<file path="config.mk">
export PLATFORM = sky130hd
export DESIGN_NAME = press_generator
export DESIGN_NICKNAME = d
export VERILOG_FILES = /design/src/rtl/press_generator_pkg.sv /design/src/rtl/press_generator_timer.sv /design/src/rtl/press_generator.sv
export SDC_FILE = /design/constraint.sdc
export NUM_CORES = 1
export LEC_CHECK = 0
export ABC_AREA = 1
export CAP_MARGIN = 20
export CELL_PAD_IN_SITES_DETAIL_PLACEMENT = 1
export CELL_PAD_IN_SITES_GLOBAL_PLACEMENT = 1
export CORE_MARGIN = 1
export CORE_UTILIZATION = 37
export CTS_BUF_LIST = sky130_fd_sc_hd__clkbuf_4 sky130_fd_sc_hd__clkbuf_8
export DETAILED_ROUTE_END_ITERATION = 7
export HOLD_SLACK_MARGIN = 0.15
export PLACE_DENSITY = 0.79
export SETUP_SLACK_MARGIN = 0.05
export SYNTH_ARGS = -nofsm -noshare
export SYNTH_HDL_FRONTEND = slang
export SYNTH_HIERARCHICAL = 1
export SYNTH_SLANG_ARGS = --single-unit
export TNS_END_PERCENT = 50
</file>
<file path="constraint.sdc">
create_clock -name clk -period 2.4 [get_ports clk]
set_input_delay 0.24 -clock clk [delete_from_list [all_inputs] [get_ports clk]]
set_output_delay 0.24 -clock clk [all_outputs]
set_load 0.02 [all_outputs]
</file>
<file path="src/rtl/press_generator_pkg.sv">
// press_generator_pkg
//   Shared definitions for the press generator (and the input-side shaper):
//   the FSM state encoding and a helper sizing the phase counter.
package press_generator_pkg;

    // Same encoding the input-side shaper FSM uses.
    typedef enum logic [1:0] {
        IDLE  = 2'd0,
        PRESS = 2'd1,
        GAP   = 2'd2
    } state_t;

    // Counter width: clog2(max(press, gap)), never less than one bit.
    // The largest load value is max-1, which always fits in clog2(max) bits.
    function automatic int cnt_width(input int press_cycles, input int gap_cycles);
        int m;
        m = (press_cycles > gap_cycles) ? press_cycles : gap_cycles;
        if (m <= 1) return 1;
        return $clog2(m);
    endfunction

endpackage

</file>
<file path="src/rtl/press_generator_timer.sv">
// press_timer
//   Loadable down-counter timing the PRESS and GAP phases.
//   Ports:
//     clk, rst   clock, async active-high reset
//     load       load strobe; takes priority over counting
//     load_val   value loaded on load
//     cnt        current count; decrements toward 0 and holds there
//     zero       high when cnt == 0
module press_timer #(
    parameter int W = 2
) (
    input  logic         clk,
    input  logic         rst,
    input  logic         load,
    input  logic [W-1:0] load_val,
    output logic [W-1:0] cnt,
    output logic         zero
);
    localparam logic [W-1:0] ONE = 1;

    assign zero = (cnt == '0);

    always_ff @(posedge clk or posedge rst) begin
        if (rst)
            cnt <= '0;
        else if (load)
            cnt <= load_val;
        else if (!zero)
            cnt <= cnt - ONE;
    end

endmodule

</file>
<file path="src/rtl/press_generator.sv">
// press_generator
//   Turns single-cycle request pulses into held active-low key presses of
//   PRESS_CYCLES cycles, each followed by GAP_CYCLES of release. Requests that
//   arrive while a press is running are counted and replayed in order.
//   Ports:
//     clk, rst   clock, async active-high reset (also forces btn_out_n high)
//     pulse_in   request; every high sample is one request
//     btn_out_n  emulated key, active low, straight from a flop
//     busy       high whenever the FSM is not IDLE
//     pending    requests accepted but not yet started (saturating)
//     overflow   sticky: a request was dropped because pending was full
module press_generator
    import press_generator_pkg::*;
#(
    parameter int PRESS_CYCLES = 4,
    parameter int GAP_CYCLES   = 4,
    parameter int PEND_W       = 3
) (
    input  logic              clk,
    input  logic              rst,
    input  logic              pulse_in,
    output logic              btn_out_n,
    output logic              busy,
    output logic [PEND_W-1:0] pending,
    output logic              overflow
);
    localparam int CW = cnt_width(PRESS_CYCLES, GAP_CYCLES);
    localparam logic [CW-1:0]     PRESS_LD = CW'(PRESS_CYCLES - 1);
    localparam logic [CW-1:0]     GAP_LD   = CW'(GAP_CYCLES - 1);
    localparam logic [PEND_W-1:0] PMAX     = '1;
    localparam logic [PEND_W-1:0] ONE      = 1;

    state_t            state, state_next;
    logic [CW-1:0]     cnt, load_val;
    logic              load, cnt_zero, start, drop;
    logic [PEND_W-1:0] pending_next;

    press_timer #(.W(CW)) u_timer (
        .clk      (clk),
        .rst      (rst),
        .load     (load),
        .load_val (load_val),
        .cnt      (cnt),
        .zero     (cnt_zero)
    );

    // A new press may begin from IDLE or on the last GAP cycle, so
    // back-to-back presses run without an idle cycle between them.
    always_comb begin
        start      = ((state == IDLE) || (state == GAP && cnt_zero)) &&
                     ((pending != '0) || pulse_in);
        state_next = state;
        load       = 1'b0;
        load_val   = PRESS_LD;
        case (state)
            IDLE: begin
                if (start) begin
                    state_next = PRESS;
                    load       = 1'b1;
                end
            end
            PRESS: begin
                if (cnt_zero) begin
                    state_next = GAP;
                    load       = 1'b1;
                    load_val   = GAP_LD;
                end
            end
            GAP: begin
                if (start) begin
                    state_next = PRESS;
                    load       = 1'b1;
                end else if (cnt_zero) begin
                    state_next = IDLE;
                end
            end
            default: state_next = IDLE;
        endcase
    end

    // pending + pulse_in - start, saturating at PMAX. A start with nothing
    // pending consumes the current pulse, so the count is unchanged.
    always_comb begin
        drop         = (pending == PMAX) && pulse_in && !start;
        pending_next = pending;
        case ({pulse_in, start})
            2'b10:   if (!drop) pending_next = pending + ONE;
            2'b01:   pending_next = pending - ONE;
            default: pending_next = pending;
        endcase
    end

    always_ff @(posedge clk or posedge rst) begin
        if (rst) begin
            state     <= IDLE;
            btn_out_n <= 1'b1;
            pending   <= '0;
            overflow  <= 1'b0;
        end else begin
            state     <= state_next;
            btn_out_n <= (state_next != PRESS);
            pending   <= pending_next;
            overflow  <= overflow | drop;
        end
    end

    assign busy = (state != IDLE);

endmodule

</file>
* Word-level counts from Yosys, hierarchy flattened *
Index checks and enable logic that the tools add are counted.
W data, S select, Z words.

storage, ports and cells
  flip-flop bits (word level) = 9
  input bits = 3
  output and inout bits = 6

operators by class
  add/sub/neg operators = 3
  eq/ne operators = 8
  muxes and demuxes = 12
  bitwise logic cells = 1
  reduce and logical (&&, ||, !) cells = 14

operator list
  operator               count
  $mux W2                6
  $pmux W2 S3            1
  $pmux W3 S2            1
  $eq A2 B1 Y1 const B   2
  $eq A2 B2 Y1 const B   2
  $logic_and A1 B1 Y1    4
  $logic_not A2 Y1       2
  $ne A2 B2 Y1 const B   2
  $reduce_bool A2 Y1     2
  $add A3 B1 Y3 const B  1
  $eq A3 B3 Y1 const B   1
  $mux W3                1
  $reduce_bool A3 Y1     1
  $sub A3 B1 Y3 const B  1
  $logic_or A1 B1 Y1     2
  $mux W1                2
  $ne A2 B1 Y1 const B   1
  $pmux W1 S2            1
  $reduce_and A2 Y1      1
  $reduce_or A2 Y1       1
  $sub A2 B1 Y2 const B  1
  $logic_not A1 Y1       1
  $or A1 B1 Y1           1

* Longest topological paths before layout *
Gate-level depths: netlist of the first run.

  depth in word-level cells = 8
  depth in mapped cells = 11
  mapped depth without buffers = 11

* Cells and area by module *
Netlist of the first run, hierarchy kept.

modules (own cells, without submodules)
  module           times used  cells an instance  area each (µm²)
  press_generator  1           47                 371.6
  press_timer      1           18                 123.9

* Worst setup path before layout of the first run *
Ideal clock, no wire load.

  path kind = reg2reg
  start point = register u_timer.cnt[0]
  end point = register pending[1]
  setup time = 0.122 ns
  arrival = 1.594 ns
  slack = 0.684 ns
  cell stages (with the launch flop) = 10
  buffers on the path = 0
  period minus slack after synthesis = 1.716 ns
  cells stage by stage = dfrtp_1 > inv_1 > ha_1 > inv_1 > a21oi_2 > nand3b_1 > fa_1 > inv_1 > nand2_1 > o21ai_1

on the way
  word-level cells in the longest chain between the ends = 8

ends and longest elaborated chain
  item                         line                         source
  start, declared              press_generator_timer.sv:16  output logic [W-1:0] cnt,
  start signal, assigned       press_generator_timer.sv:27  cnt <= load_val;
  start signal, assigned       press_generator_timer.sv:29  cnt <= cnt - ONE;
  $logic_not A2 Y1 *           press_generator_timer.sv:21  assign zero = (cnt == '0);
  named net cnt_zero           press_generator.sv:35        logic load, cnt_zero, start, drop;
  $logic_and A1 B1 Y1 *        press_generator.sv:50        start = ((state == IDLE) || (state == GAP && cnt_zero)) &&
  $logic_or A1 B1 Y1 *         press_generator.sv:50
  $logic_and A1 B1 Y1 *        press_generator.sv:50
  $logic_not A1 Y1             press_generator.sv:84        drop = (pending == PMAX) && pulse_in && !start;
  $logic_and A1 B1 Y1          press_generator.sv:84
  $ne A2 B2 Y1 (no line)       n/a
  $reduce_and A2 Y1 (no line)  n/a
  end signal, assigned         press_generator.sv:102       pending <= pending_next;
  end, declared                press_generator.sv:24        output logic [PEND_W-1:0] pending,

The timed path passes the listed nets; every way through them passes the cells marked *.
A chain may end at the register's enable or synchronous reset.

* Final worst setup path of the first run *
  start point = register u_timer.cnt[0]
  end point = register pending[2]

Same word-level chain as after synthesis.

==> results of run 1 <==
## area by class of cell
type | count | area share (%)
clock buffers | 4 | 4.715
flip-flops and latches | 9 | 35.56
inverters | 14 | 8.251
repair buffers | 9 | 14.15
well taps | 14 | 2.750
multi-input cells | 43 | 34.58
## per-stage QoR
stage,std cells,area (sq um)
after floorplan,66,499.2
after global placement,88,596.8
after detailed placement,88,596.8
after CTS,93,636.9
after global routing,93,636.9
final,93,636.9
## placed cells by master (no fill, tap or decap)
cell type        Yosys  routed
a21oi_2              1       1
clkbuf_4             0       4
clkdlybuf4s50_1      0       8
conb_1               1       2
dfrtp_1              8       8
dfstp_2              1       1
dlygate4sd3_1        0       1
fa_1                 1       1
ha_1                 1       1
inv_1               14      14
nand2_1             21      21
nand3_1              6       6
nand3_2              1       1
nand3b_1             1       1
nor2_1               2       2
o21ai_0              5       5
o21ai_1              1       1
o21bai_1             1       1
## routing by layer
layer,part of all wire [%],GRT usage (%)
met2,49,27.92
met3,4.3,8.671
met4,0.87,7.759
met5,0,0
met1,45,21.38
## worst max-delay path, stage by stage, from the launching register on
cell,delay (ps)
dfrtp_1,380
inv_1,60
ha_1,230
inv_1,110
a21oi_2,150
nand3b_1,170
fa_1,420
inv_1,70
nand2_1,60
nand3_1,70
nand2_1,50
## final timing paths
path / startpoint / end / cells after the start
worst min register to register: overflow / overflow / 1
worst max register to register: u_timer/cnt[0] / pending[2] / 10
worst max-delay path: u_timer/cnt[0] / pending[2] / 10
max in group asynchronous: rst / btn_out_n / 3
min in group asynchronous: rst / u_timer/cnt[1] / 3
worst min-delay path: overflow / overflow / 1
## timing repair
item                                   4_1_cts  5_1_grt
buffers inserted                             0        0
endpoints found under the hold margin        2        0
hold buffers                                 1        0
## power by group through the flow
stage	combinational [uW]	clock (uW)	sequential [uW]
2_1_floorplan	329	0	342
3_3_place_gp	540	0	300
3_5_place_dp	559	0	302
4_1_cts	567	135	300
5_1_grt	645	143	307
6_report	561	129	301
## flip-flops by register name, indices dropped and copies added (netlist names)
register,flops
pending,3
state,2
u_timer/cnt,2
btn_out_n,1
overflow,1
## cells by family (layout without fill, tap and decap cells)
| logic type | after synthesis | after routing |
|---|---|---|
| AOI/OAI and AO/OA | 8 | 8 |
| adders and majority gates | 2 | 2 |
| buffers and inverters | 14 | 27 |
| DFF | 9 | 9 |
| other | 1 | 2 |
| and+or+nand+nor | 31 | 31 |
==> out/results.txt, run 1 <==
Logic pwr share - 56.6%
Final Total Pwr - 990.5 uW
Mapped Area - 495.5 sq um
Die height - 38.60 um
Seq cells post-synth - 9
FF-to-FF setup slack - 510 ps
Peak VDD IR - 562.5 uV
H-tree levels - 1
Seq pwr share - 30.4%
Routed len/inst - 11.18 um
Post-synthesis sequential area ratio - 45.71%
Global route overflow - 0
Hold Path Class - register to register
Average cell area after synthesis - 7.623 sq um
Global Route Usage Sum - 18.18%
Root Driver - clkbuf_4
CTS Buf Count - 3
Final hold viol count - 0
DR vias - 439
Synth Area in Compound Gates - 9.343%
Psw - 454.9 uW
Yosys warning count - 6
Post-place setup slack - 496.4 ps
Power per cell area - 1555 mW/mm^2
Post-route setup slack - 510.6 ps
Via count of the first global-routing pass - 409
Clk_lat worst skew - 260 ps
Clk slew on worst S/H paths - 60 ps
CORE AREA - 0.001171 sq mm
Total negative setup slack - 0 ps
Setup Crit Path Kind - register to register
Crit end category - register
Most area-consuming cells after synthesis - dfrtp_1 (40%), nand2_1 (16%), inv_1 (11%)
Final period utilization - 78.72%
CTS tree - yes
Switching Share - 45.93%
Starting density of the core - 42.31%
Final GP Congestion - 0.6665
Post-synth top cells - nand2_1 (21), inv_1 (14), dfrtp_1 (8)
Layout area overhead - 28.54%
Post-synth EDFFs - 0
Adder-cell share of the synthesized area - 6.566%
Register area - 226.5 sq um
Clock skew - 1.724 ps
Area of the multi-input gates - 220.2 sq um
# diodes - 0
Final core occ - 54.38%
Async SR Flop Fraction - 100.0%
Simple-gate share of the synthesized area - 27.02%
DRC viols - 0
Worst setup SP type - register
Post-synth top area share - 40.40%
Worst Path Arrival - 2050 ps
Mux share of post-synthesis cell area - 0%
Vias per cell - 4.720
Layout cell share with drive strength beyond 1 - 8.861%
Part of the power in the clock network - 13.0%
DIE WIDTH - 38.60 um
Status - finished clean
FMAX - 529.3 MHz
Fill count - 155
Synth area leader - dfrtp_1
Netlist cell types - 15
Cell row count - 12
Largest family of logic cells by synthesized area - simple AND/OR/NAND/NOR gates
DP HPWL - 789.8 um
Antenna violations before repair - 0
Max-slew violations - 0
DR iter-0 viols - 4
Worst EP required - 2560 ps
# setup viols final - 0
P_leak - 0.0003394 uW
Port buffer count - 8
Die area - 0.001490 sq mm
Final Critical Period - 1889 ps
Largest net degree at the start of global routing - 8
Top FF cell, synth - dfrtp_1
Post-synthesis instance total - 65
Post-cts resize count - 0
P_int - 535.6 uW
Max-Cap Viols - 0
Worst-path fanout max - 5
Global-route wire length before repair - 1745 um
Synth Area in XOR/XNOR - 0%
Pre-antenna DRT Iters - 4
Final hold slack - 493.3 ps
Count leader, synth - nand2_1
I/O pin cnt - 9
# nets final - 85
Clock sinks - 9
RSZ-0062 raised after global routing - no
Post-Route WL - 1040 um
Post-route ant nets - 0
Maximum clock insertion buffer count - 2
(Power assumes the default switching activity.)
==> run 2, diff against run 1 <==
==> constraint.sdc (replaced) <==
create_clock -name clk -period 1.8 [get_ports clk]
set_input_delay 0.18 -clock clk [delete_from_list [all_inputs] [get_ports clk]]
set_output_delay 0.18 -clock clk [all_outputs]
set_load 0.02 [all_outputs]
==> run 2 against run 1 <==
Net effect:
- critical path depth shrank 1
- sequential power grew 33%
- setup slack worse by 450 ps
- worst hold slack lost 1.4 ps
- critical endpoint is now pending[1]
- largest power group unchanged
==> out/results.txt, run 2 (synthesis results as in run 1) <==
Most frequent cells in the layout - nand2_1 (21), inv_1 (13), clkdlybuf4s50_1 (8), dfrtp_1 (8) (was nand2_1 (21), inv_1 (14), clkdlybuf4s50_1 (8), dfrtp_1 (8), nand3_1 (6))
Worst flop-to-flop path endpoint - pending[1] (was pending[2])
Fill count - 158 (was 155)
FMAX - 574.2 MHz (was 529.3 MHz)
I/O pin cnt - 9 (unchanged)
Status - finished clean (unchanged)
P_leak - 0.0003654 uW (was 0.0003394 uW)
CTS Buf Count - 3 (unchanged)
Layout cell share with drive strength beyond 1 - 17.65% (was 8.861%)
Final GP Congestion - 0.6905 (was 0.6665)
Final Total Pwr - 1437 uW (was 990.5 uW)
DRC viols - 0 (unchanged)
Setup Crit Path Kind - register to register (unchanged)
Most common cell after layout, fill and taps aside - nand2_1 (unchanged)
H-tree levels - 1 (unchanged)
Routed len/inst - 12.61 um (was 11.18 um)
Root Driver - clkbuf_4 (unchanged)
Worst Hold Depth - 1 (unchanged)
# diodes - 0 (unchanged)
Clk slew on worst S/H paths - 60 ps (about the same)
# nets final - 91 (was 85)
Max-Cap Viols - 0 (unchanged)
Biggest regs - pending (3), state (2), u_timer/cnt (2) (unchanged)
Largest net degree at the start of global routing - 8 (unchanged)
FF-to-FF setup slack - 60 ps (was 510 ps)
Logic pwr share - 59.9% (was 56.6%)
Global route overflow - 0 (unchanged)
Seq pwr share - 27.8% (was 30.4%)
Die height - 38.60 um (unchanged)
Port buffer count - 8 (unchanged)
Part of the power in the clock network - 12.3% (was 13.0%)
Slowest stage delay, CP - 500 ps (was 420 ps)
Flip-flop count of the largest register after layout - 3 (unchanged)
Final Critical Period - 1741 ps (was 1889 ps)
Clk_lat worst skew - 270 ps (was 260 ps)
Hold path endpoint - overflow (unchanged)
R2R depth - 9 (was 10)
DIE WIDTH - 38.60 um (unchanged)
Hold Crit Start - overflow (unchanged)
Via count of the first global-routing pass - 453 (was 409)
Hold Path Class - register to register (unchanged)
DP HPWL - 956.5 um (was 789.8 um)
Highest-delay cell along the critical path - fa_1 (unchanged)
Total negative setup slack - 0 ps (unchanged)
Power per cell area - 2100 mW/mm^2 (was 1555 mW/mm^2)
CP dominant cell by count - inv_1 (unchanged)
Crit end category - register (unchanged)
Post-route ant nets - 0 (unchanged)
Switching Share - 45.65% (was 45.93%)
Worst-path fanout max - 4 (was 5)
Antenna violations before repair - 0 (unchanged)
Worst Path Arrival - 1900 ps (was 2050 ps)
P_int - 781.2 uW (was 535.6 uW)
Die area - 0.001490 sq mm (unchanged)
Max-slew violations - 0 (unchanged)
Final hold viol count - 0 (unchanged)
Psw - 656.1 uW (was 454.9 uW)
Crit path from - u_timer/cnt[0] (unchanged)
Pre-antenna DRT Iters - 4 (unchanged)
Clock skew - 4.836 ps (was 1.724 ps)
RSZ-0062 raised after global routing - yes (was no)
R2R Path Start - u_timer/cnt[0] (unchanged)
Vias per cell - 4.798 (was 4.720)
# setup viols final - 0 (unchanged)
Post-Route WL - 1248 um (was 1040 um)
Starting density of the core - 42.31% (unchanged)
Placed standard-cell area - 626.9 sq um (was 596.8 sq um)
Maximum clock insertion buffer count - 2 (unchanged)
CORE AREA - 0.001171 sq mm (unchanged)
DR vias - 475 (was 439)
Worst path cell trace - inv_1 -> ha_2 -> inv_2 -> a21oi_2 -> nand3b_1 -> fa_1 -> inv_1 -> nand2_1 -> o21ai_1 (was inv_1 -> ha_1 -> inv_1 -> a21oi_2 -> nand3b_1 -> fa_1 -> inv_1 -> nand2_1 -> nand3_1 -> nand2_1)
Final period utilization - 96.75% (was 78.72%)
Global Route Usage Sum - 20.90% (was 18.18%)
Global-route wire length before repair - 1959 um (was 1745 um)
Top reg by flops - pending (unchanged)
Worst setup SP type - register (unchanged)
Clock sinks - 9 (unchanged)
CTS tree - yes (unchanged)
Finished Cell Area - 684.4 sq um (was 636.9 sq um)
Worst EP required - 1960 ps (was 2560 ps)
Cell row count - 12 (unchanged)
Peak VDD IR - 770.4 uV (was 562.5 uV)
DR iter-0 viols - 5 (was 4)
Layout area overhead - 38.13% (was 28.54%)
run 2: power by group through the flow:
stage	sequential (uW)	combinational (uW)	clock (uW)
floorplan	456	439	0
global placement	398	764	0
detailed placement	405	819	0
CTS	399	858	183
global route	407	980	189
finish	400	860	177
run 2: what timing repair did:
item / CTS / global route
setup buffers: 1 / 1
endpoints found under the hold margin: 2 / 0
hold buffers: 1 / 0
gates resized for setup: 2 / 0
pin swaps: 2 / 2
setup endpoints to repair: 2 / 2
run 2: worst max path at each step:
stage	endpoint	cells after the start	slack (ps)
after floorplan	pending[1]	9	80
after global placement	pending[2]	10	90
after detailed placement	pending[2]	9	40
after CTS	pending[1]	9	40
after global routing	pending[1]	9	-50
final	pending[1]	9	60
run 2: critical path, delay by kind of cell (launching register included):
kind                     cells  cell delay [ps]
buffers and inverters        3              150
AO/OA/AOI/OAI                2              210
adder cells (fa/ha/maj)      2              680
flip-flops                   1              380
AND/OR/NAND/NOR              2              210
run 2: per-layer routing:
metal / global-route usage (%) / share of wire, %
met3: 10.40 / 5.1
met4: 5.172 / 0.96
met1: 21.19 / 41
met5: 0 / 0
met2: 37.50 / 53
run 2: cell type report:
cell class              count  area, sq um  area share [%]
clock buffers               4        30.03           4.388
inverters                  14        52.55           7.678
multi-input cells          43        222.7           32.54
flip-flops and latches      9        226.5           33.09
well taps                  14        17.52           2.559
repair buffers             15        135.1           19.74
run 2: metrics by stage:
| stage | util [%] | setup WS [ps] | hold slack (ps) | instances |
|---|---|---|---|---|
| floorplan | - | 83.69 | -78.82 | 66 |
| global placement | 53.53 | 89.62 | 365.6 | 92 |
| detailed placement | 53.53 | 39.21 | 370.3 | 92 |
| CTS | 57.80 | 40.63 | 494.3 | 98 |
| global route | 58.44 | -46.66 | 519.6 | 99 |
| finish | 58.44 | 58.55 | 491.9 | 99 |
==> run 3, diff against run 2 <==
--- a/config.mk
+++ b/config.mk
@@ -12,6 +12,7 @@
 export CORE_MARGIN = 1
 export CORE_UTILIZATION = 37
 export CTS_BUF_LIST = sky130_fd_sc_hd__clkbuf_4 sky130_fd_sc_hd__clkbuf_8
+export CTS_CLUSTER_DIAMETER = 80
 export DETAILED_ROUTE_END_ITERATION = 7
 export HOLD_SLACK_MARGIN = 0.15
 export PLACE_DENSITY = 0.79
==> results of run 3 <==
Same layout as run 2: the final DEF is identical, and so are final timing and power.
